<file path="src/rtl/cavlc_pkg.sv">
// Shared types and default geometry for the CAVLC bitstream front end.
package cavlc_pkg;

  localparam int CAVLC_IN_WIDTH  = 32;
  localparam int CAVLC_WIN_WIDTH = 16;
  localparam int CAVLC_BUF_WIDTH = 64;

  // Also produced by the coeff-token decoder as its NumShift output.
  typedef logic [4:0] cavlc_shift_t;
  typedef logic [6:0] cavlc_bitcnt_t;

endpackage

</file>
<file path="src/rtl/cavlc_bitstream_shifter.sv">
// Left-aligned bit buffer feeding the coeff-token decoder: loads packed
// big-endian words, presents a WIN_WIDTH lookahead window, consumes NumShift bits.
module cavlc_bitstream_shifter
  import cavlc_pkg::*;
#(
  parameter int IN_WIDTH  = CAVLC_IN_WIDTH,
  parameter int WIN_WIDTH = CAVLC_WIN_WIDTH,
  parameter int BUF_WIDTH = CAVLC_BUF_WIDTH
) (
  input  logic                 Clk,
  input  logic                 Reset,
  input  logic [IN_WIDTH-1:0]  InData,
  input  logic                 InValid,
  output logic                 InReady,
  input  logic                 Flush,
  input  logic                 Advance,
  input  logic [4:0]           NumShift,
  output logic [WIN_WIDTH-1:0] BitstreamShifted,
  output logic                 WindowValid,
  output logic [6:0]           BitCount,
  output logic [31:0]          BitsConsumed,
  output logic                 ShiftError
);

  localparam cavlc_shift_t  WIN_MAX  = cavlc_shift_t'(WIN_WIDTH);
  localparam cavlc_bitcnt_t WIN_CNT  = cavlc_bitcnt_t'(WIN_WIDTH);
  localparam cavlc_bitcnt_t IN_CNT   = cavlc_bitcnt_t'(IN_WIDTH);
  localparam cavlc_bitcnt_t LOAD_MAX = cavlc_bitcnt_t'(BUF_WIDTH - IN_WIDTH);

  // Place a word so its MSB lands directly below the pos bits already held.
  function automatic logic [BUF_WIDTH-1:0] insert_word(input logic [IN_WIDTH-1:0] w,
                                                       input cavlc_bitcnt_t pos);
    return {w, {(BUF_WIDTH-IN_WIDTH){1'b0}}} >> pos;
  endfunction

  logic [BUF_WIDTH-1:0] buf_q, buf_d;
  cavlc_bitcnt_t        cnt_q, cnt_d;
  logic [31:0]          cons_q, cons_d;
  logic                 err_q, err_d;
  logic                 consume, load;
  cavlc_bitcnt_t        s;

  assign InReady          = !Reset && !Flush && (cnt_q <= LOAD_MAX);
  assign WindowValid      = (cnt_q >= WIN_CNT);
  assign BitstreamShifted = buf_q[BUF_WIDTH-1 -: WIN_WIDTH];
  assign BitCount         = cnt_q;
  assign BitsConsumed     = cons_q;
  assign ShiftError       = err_q;

  always_comb begin
    consume = Advance && WindowValid && (NumShift <= WIN_MAX);
    load    = InValid && InReady;
    s       = consume ? {2'b00, NumShift} : '0;
    buf_d   = buf_q;
    cnt_d   = cnt_q;
    cons_d  = cons_q;
    err_d   = err_q;
    if (Flush) begin
      buf_d = '0;
      cnt_d = '0;
    end else begin
      if (Advance && !consume) err_d = 1'b1;
      buf_d  = buf_q << s;
      cnt_d  = cnt_q - s;
      cons_d = cons_q + 32'(s);
      // Insert position uses the post-consume count so load and consume can overlap.
      if (load) begin
        buf_d = buf_d | insert_word(InData, cnt_d);
        cnt_d = cnt_d + IN_CNT;
      end
    end
  end

  always_ff @(posedge Clk) begin
    if (Reset) begin
      buf_q  <= '0;
      cnt_q  <= '0;
      cons_q <= '0;
      err_q  <= 1'b0;
    end else begin
      buf_q  <= buf_d;
      cnt_q  <= cnt_d;
      cons_q <= cons_d;
      err_q  <= err_d;
    end
  end

endmodule

</file>
<file path="config.mk">
export PLATFORM = sky130hd
export DESIGN_NAME = cavlc_bitstream_shifter
export DESIGN_NICKNAME = d
export VERILOG_FILES = /design/src/rtl/cavlc_pkg.sv /design/src/rtl/cavlc_bitstream_shifter.sv
export SDC_FILE = /design/constraint.sdc
export NUM_CORES = 1
export LEC_CHECK = 0
export CORE_AREA = 10 10 199 201
export CTS_CLUSTER_SIZE = 40
export DETAILED_ROUTE_END_ITERATION = 10
export DIE_AREA = 0 0 209 211
export GPL_TIMING_DRIVEN = 0
export HOLD_SLACK_MARGIN = 0.08
export PLACE_DENSITY_LB_ADDON = 0.12
export SLEW_MARGIN = 30
export SYNTH_ARGS = -nofsm -noshare
export SYNTH_HDL_FRONTEND = slang
export SYNTH_SLANG_ARGS = --single-unit
</file>
<file path="constraint.sdc">
create_clock -name Clk -period 9.6 [get_ports Clk]
set_clock_uncertainty 0.2 [all_clocks]
set_input_delay 1.92 -clock Clk [delete_from_list [all_inputs] [get_ports Clk]]
set_output_delay 1.92 -clock Clk [all_outputs]
set_load 0.03 [all_outputs]
</file>
=== After elaboration in Yosys (flattened, before gate mapping) ===
Cells that the tools add are included.

* Input port bits: 42
* Register bits after elaboration: 104

* Magnitude comparators: 3
* Bitwise operators: 2
* Reduce and logical (&&, ||, !) cells: 11
* Add/subtract/negate cells: 3
* Shift-type cells: 2
* Muxes and demuxes: 3

{| class="wikitable"
|+ Operators by type and width
! kind !! count
|-
| $mux 64 || 1
|-
| $or 64x64->64 || 1
|-
| $shl 64x5->64 || 1
|-
| $shr 64x7->64 || 1
|-
| $add 32x5->32 || 1
|-
| $add 7x6->7 const B || 1
|-
| $ge 7x5->1 const B || 1
|-
| $le 7x6->1 const B || 1
|-
| $mux 7 || 1
|-
| $sub 7x5->7 || 1
|-
| $logic_and 1x1->1 || 6
|-
| $le 5x5->1 const B || 1
|-
| $mux 5 || 1
|-
| $logic_not 1->1 || 3
|-
| $reduce_and 2->1 || 1
|-
| $reduce_or 2->1 || 1
|-
| $not 1->1 || 1
|}

=== Depth between registers and ports, before layout ===
* Word-level depth: 8
* Mapped depth: 19
* Mapped depth without buffers: 14

=== Worst setup path after synthesis ===
OpenSTA, ideal clock, no wires.

* Path kind: input port to flip-flop
* From: input Advance
* To: register buf_q[1]
* Buffers on the path: 5
* Cell stages on the path: 16
* Arrival: 5.410 ns
* Slack: 3.857 ns
* Required time: 9.268 ns
* Cells stage by stage: buf_2 > and3b_1 > buf_2 > nand2_2 > inv_2 > clkbuf_1 > ha_1 > fa_1 > clkbuf_1 > buf_2 > mux2_2 > mux4_2 > mux2i_1 > mux2i_1 > a22oi_1 > a21oi_1

* Cells in the longest elaborated chain, start to end: 7

{| class="wikitable"
|+ Ends and longest elaborated chain
! what !! RTL line !! source
|-
| start: declaration || cavlc_bitstream_shifter.sv:16 || <nowiki>input logic Advance,</nowiki>
|-
| $logic_and 1x1->1 * (2 in a row) || cavlc_bitstream_shifter.sv:51 || <nowiki>consume = Advance && WindowValid && (NumShift <= WIN_MAX);</nowiki>
|-
| $mux 5 * || cavlc_bitstream_shifter.sv:53 || <nowiki>s = consume ? {2'b00, NumShift} : '0;</nowiki>
|-
| $sub 7x5->7 || cavlc_bitstream_shifter.sv:64 || <nowiki>cnt_d = cnt_q - s;</nowiki>
|-
| $shr 64x7->64 || cavlc_bitstream_shifter.sv:33 || <nowiki>return {w, {(BUF_WIDTH-IN_WIDTH){1'b0}}} >> pos;</nowiki>
|-
| $or 64x64->64 || cavlc_bitstream_shifter.sv:68 || <nowiki>buf_d = buf_d | insert_word(InData, cnt_d);</nowiki>
|-
| $mux 64 * || cavlc_bitstream_shifter.sv:67 || <nowiki>if (load) begin</nowiki>
|-
| end signal: assignment || cavlc_bitstream_shifter.sv:81 || <nowiki>buf_q <= buf_d;</nowiki>
|-
| end: declaration || cavlc_bitstream_shifter.sv:36 || <nowiki>logic [BUF_WIDTH-1:0] buf_q, buf_d;</nowiki>
|}

Mark *: on every way between the ends. The rest lies on a longest branch, timed or not.
A chain may end at the register's enable or synchronous reset.

=== Worst setup path after layout ===
* From: input NumShift[4]
* To: register buf_q[14]

* Cells in the longest elaborated chain, start to end: 7

{| class="wikitable"
|+ Ends and longest elaborated chain
! what !! RTL line !! source
|-
| start: declaration || cavlc_bitstream_shifter.sv:17 || <nowiki>input logic [4:0] NumShift,</nowiki>
|-
| $le 5x5->1 || cavlc_bitstream_shifter.sv:51 ||
|-
| $logic_and 1x1->1 || cavlc_bitstream_shifter.sv:51 ||
|-
| $mux 5 * || cavlc_bitstream_shifter.sv:53 ||
|-
| $sub 7x5->7 || cavlc_bitstream_shifter.sv:64 ||
|-
| $shr 64x7->64 || cavlc_bitstream_shifter.sv:33 ||
|-
| $or 64x64->64 || cavlc_bitstream_shifter.sv:68 ||
|-
| $mux 64 * || cavlc_bitstream_shifter.sv:67 ||
|}

Marked as above.

==> results.txt <==
status -> complete, no violations
Pint -> 1.43 mW
RSZ-0062 raised after global routing -> false
Mapped Area -> 10500 µm²
Synth cell types -> 77
clock transition at the registers of the reported paths -> 0.09 ns
syn_area_per_cell -> 7.45 µm²
Via-to-Cell Ratio -> 6.31
Clock Latency Late Sink -> 0.38 ns
starting density of the core -> 0.297
Hold Startpoint -> ShiftError
placer's final routability congestion estimate -> 0.999
Synth area leaders -> dfxtp_1 20%, mux2i_1 13%, mux2_2 5.8%, nand2_1 4.9%, a21oi_1 4.8%
FFs w/ async S/R, synth -> 0
Antenna diodes -> 0
CTS tree -> yes
Hold Violations, Final -> 0
Final min period -> 8.13 ns
final net count -> 1572
total negative slack -> 0 ns
Reg2Reg Setup Slack -> 2.86 ns
Final Non-Filler Cells -> 1983
Reg power frac -> 0.189
area fraction in compound gates after synthesis -> 0.279
Area Growth Syn to Fin -> 17.9%
Startpoint Class -> input pin
most frequent cells after synthesis -> 138 x mux2i_1, 138 x nand2_1, 126 x nor2_1
TritonCTS Buffers -> 9
mux cell area share after synthesis -> 0.202
EDFF count, synth -> 0
data arrival time of the worst path -> 8.17 ns
Remaining DRCs -> 0
Clock H-tree levels -> 3
Final setup violation count -> 0
net load switching power -> 1.88 mW
# port buffers -> 96
area share of fa/ha/maj cells after synthesis -> 0.0169
IO Pins -> 100
most used cell, CP -> clkbuf_1
drt first pass iters -> 8
Slew Limit Fails -> 0
post-synth top area cell -> dfxtp_1
number of global-route vias before repair -> 12100
largest net degree at the start of global routing -> 20
xor/xnor cell area share of the yosys netlist -> 0.0242
post-synthesis register bit count -> 104
Rows -> 69
drt initial violations -> 1506
Syn Inst Count -> 1409
main combinational cell family by area after synthesis -> compound AO/OA/AOI/OAI gates
worst path required time -> 9.64 ns
Crit-path slowest cell -> o32ai_1
Power Density -> 267 nW/µm²
WL per Instance -> 29.0 µm
setup bufs post-CTS -> 0
Die Area -> 44100 µm²
Synthesis Warnings -> 0
antenna violations before repair -> 0
main flop type after synthesis -> dfxtp_1
post_cts resized -> 0
Routed Antenna Nets -> 0
Die Wd -> 209 µm
Remaining Overflow, GRT -> 0
vias -> 12500
cell breakdown of the critical path -> clkdlybuf4s50_1 > and3b_1 > buf_2 > nand2_2 > inv_2 > clkbuf_1 > ha_1 > fa_1 > clkbuf_1 > buf_2 > clkbuf_1 > nand2_1 > nor2_1 > nor2_1 > o32ai_1 > a22oi_1 > o21ai_0
cts hold-fix bufs -> 0
r2r startpoint -> BitCount[5]
Max stage delay on crit path -> 0.92 ns
Comb pwr share -> 0.685
post-synth top area share -> 0.198
Sink Count -> 104
Core ar. -> 35400 µm²
share of cells above drive strength 1 -> 0.105
Reg-to-Reg End -> buf_q[14]
clock power share -> 0.126
worst r2r path cells -> 17
FILL cells -> 3863
Simple-Gate Fraction of Synth Area -> 0.207
max-cap violations -> 0
syn nets -> 1464
Leakage -> 4.49 nW
part of the cycle the worst path needs -> 0.847
Clock Path Buffers -> 2
sw frac -> 0.568
Hold Path Depth -> 2
Root Buffer -> clkbuf_16
Die Y -> 211 µm
crit-path max FO -> 12
Crit. End Element -> flip-flop
Routed WL -> 57500 µm
first-pass GRT wire length -> 83700 µm
Worst slew margin -> 0.296
critical path type -> input pin to flip-flop
Worst-Margin Slew -> 1.05 ns
post-synthesis sequential area ratio -> 0.198
Hold EP -> ShiftError
Global Route Usage Sum -> 0.250
post-DP HPWL -> 45700 µm
placed instance count -> 1966
Max Fclk -> 123 MHz
Hold Path Class -> flip-flop to flip-flop
worst vdd ir -> 0.133 mV
cells in the final DEF (no fill, tap or decap), drive strengths merged, types with 10 or more instances in the layout:
master           n
clkbuf          78
o22ai           29
a31oi           37
dfxtp          104
a21oi          101
ha              11
or3             13
o221ai          36
inv             31
nor2           127
buf             75
nor2b           21
xnor2           22
nor3            46
nand2b          11
o211ai          22
o21ai           79
a221oi          10
nor4            15
nand2          139
clkdlybuf4s50   96
mux2            54
mux2i          138
nand3           34
a22oi           25
registers in the layout (all words and copies together), names as in the netlist:
signal        flops
BitCount          7
BitsConsumed     32
ShiftError        1
buf_q            64
kinds of logic (layout without fill, tap and decap cells):
| group | after synthesis | in the layout |
|---|---|---|
| and+or+nand+nor | 457 | 457 |
| AOI/OAI and AO/OA | 437 | 437 |
| muxes | 198 | 198 |
| buffers and inverters | 171 | 284 |
| DFF | 104 | 104 |
| xor gates and xnor gates | 29 | 29 |
| adders and majority gates | 13 | 13 |
per-stage QoR:
| stage | worst slack, ns | area [µm²] | utilization | hold WS, ns | power, mW |
|---|---|---|---|---|---|
| final | 1.47 | 12400 | 0.350 | 0.280 | 3.31 |
| after global routing | 1.31 | 12400 | 0.350 | 0.305 | 3.42 |
| after CTS | 1.76 | 12400 | 0.349 | 0.287 | 3.22 |
| after detailed placement | 1.39 | 12000 | 0.340 | 0.263 | 2.79 |
| after global placement | 1.37 | 12000 | 0.340 | 0.260 | 2.82 |
| after floorplan | 3.86 | 10500 | - | 0.367 | 1.95 |
worst max path at each step:
stage | from | end | slack (ns) | depth (start not counted)
after CTS | NumShift[4] | buf_q[14] | 1.76 | 17
after global placement | NumShift[4] | buf_q[14] | 1.37 | 17
after detailed placement | NumShift[4] | buf_q[14] | 1.39 | 17
after global routing | NumShift[4] | buf_q[14] | 1.31 | 17
final | NumShift[4] | buf_q[14] | 1.47 | 17
after floorplan | Advance | buf_q[1] | 3.86 | 16
per-layer routing:
layer  part of all wire  track usage  vias up  wire length [µm]
li1                   -            -     5498                 -
met4              0.048        0.112        0              2740
met1               0.42        0.326     6049             24300
met5                  0            0        -                 0
met3              0.090       0.0513      173              5180
met2               0.44        0.388      801             25300
layout make-up:
class,instances,area (µm²),share of cell area
Tap cell,461,577,0.0466
Buffer,142,657,0.0531
Sequential cell,104,2080,0.168
Multi-Input combinational cell,1134,7670,0.619
Clock buffer,10,239,0.0193
Inverter,29,109,0.00879
Clock inverter,6,83.8,0.00677
Timing Repair Buffer,97,966,0.0780
power by group through the flow:
stage / registers (mW) / clock network (mW) / logic, mW
floorplan: 0.582 / 0 / 1.37
global placement: 0.627 / 0 / 2.19
detailed placement: 0.625 / 0 / 2.16
CTS: 0.615 / 0.424 / 2.18
global route: 0.627 / 0.440 / 2.36
finish: 0.624 / 0.417 / 2.26
worst max-delay path: cells and delay by family:
family / cells / cell delay (ns)
AO/OA/AOI/OAI: 3 / 1.31
adder cells (fa/ha/maj): 2 / 0.91
buffers and inverters: 7 / 2.55
AND/OR/NAND/NOR: 5 / 1.45
Note: power is estimated with default switching activity, not from simulation.
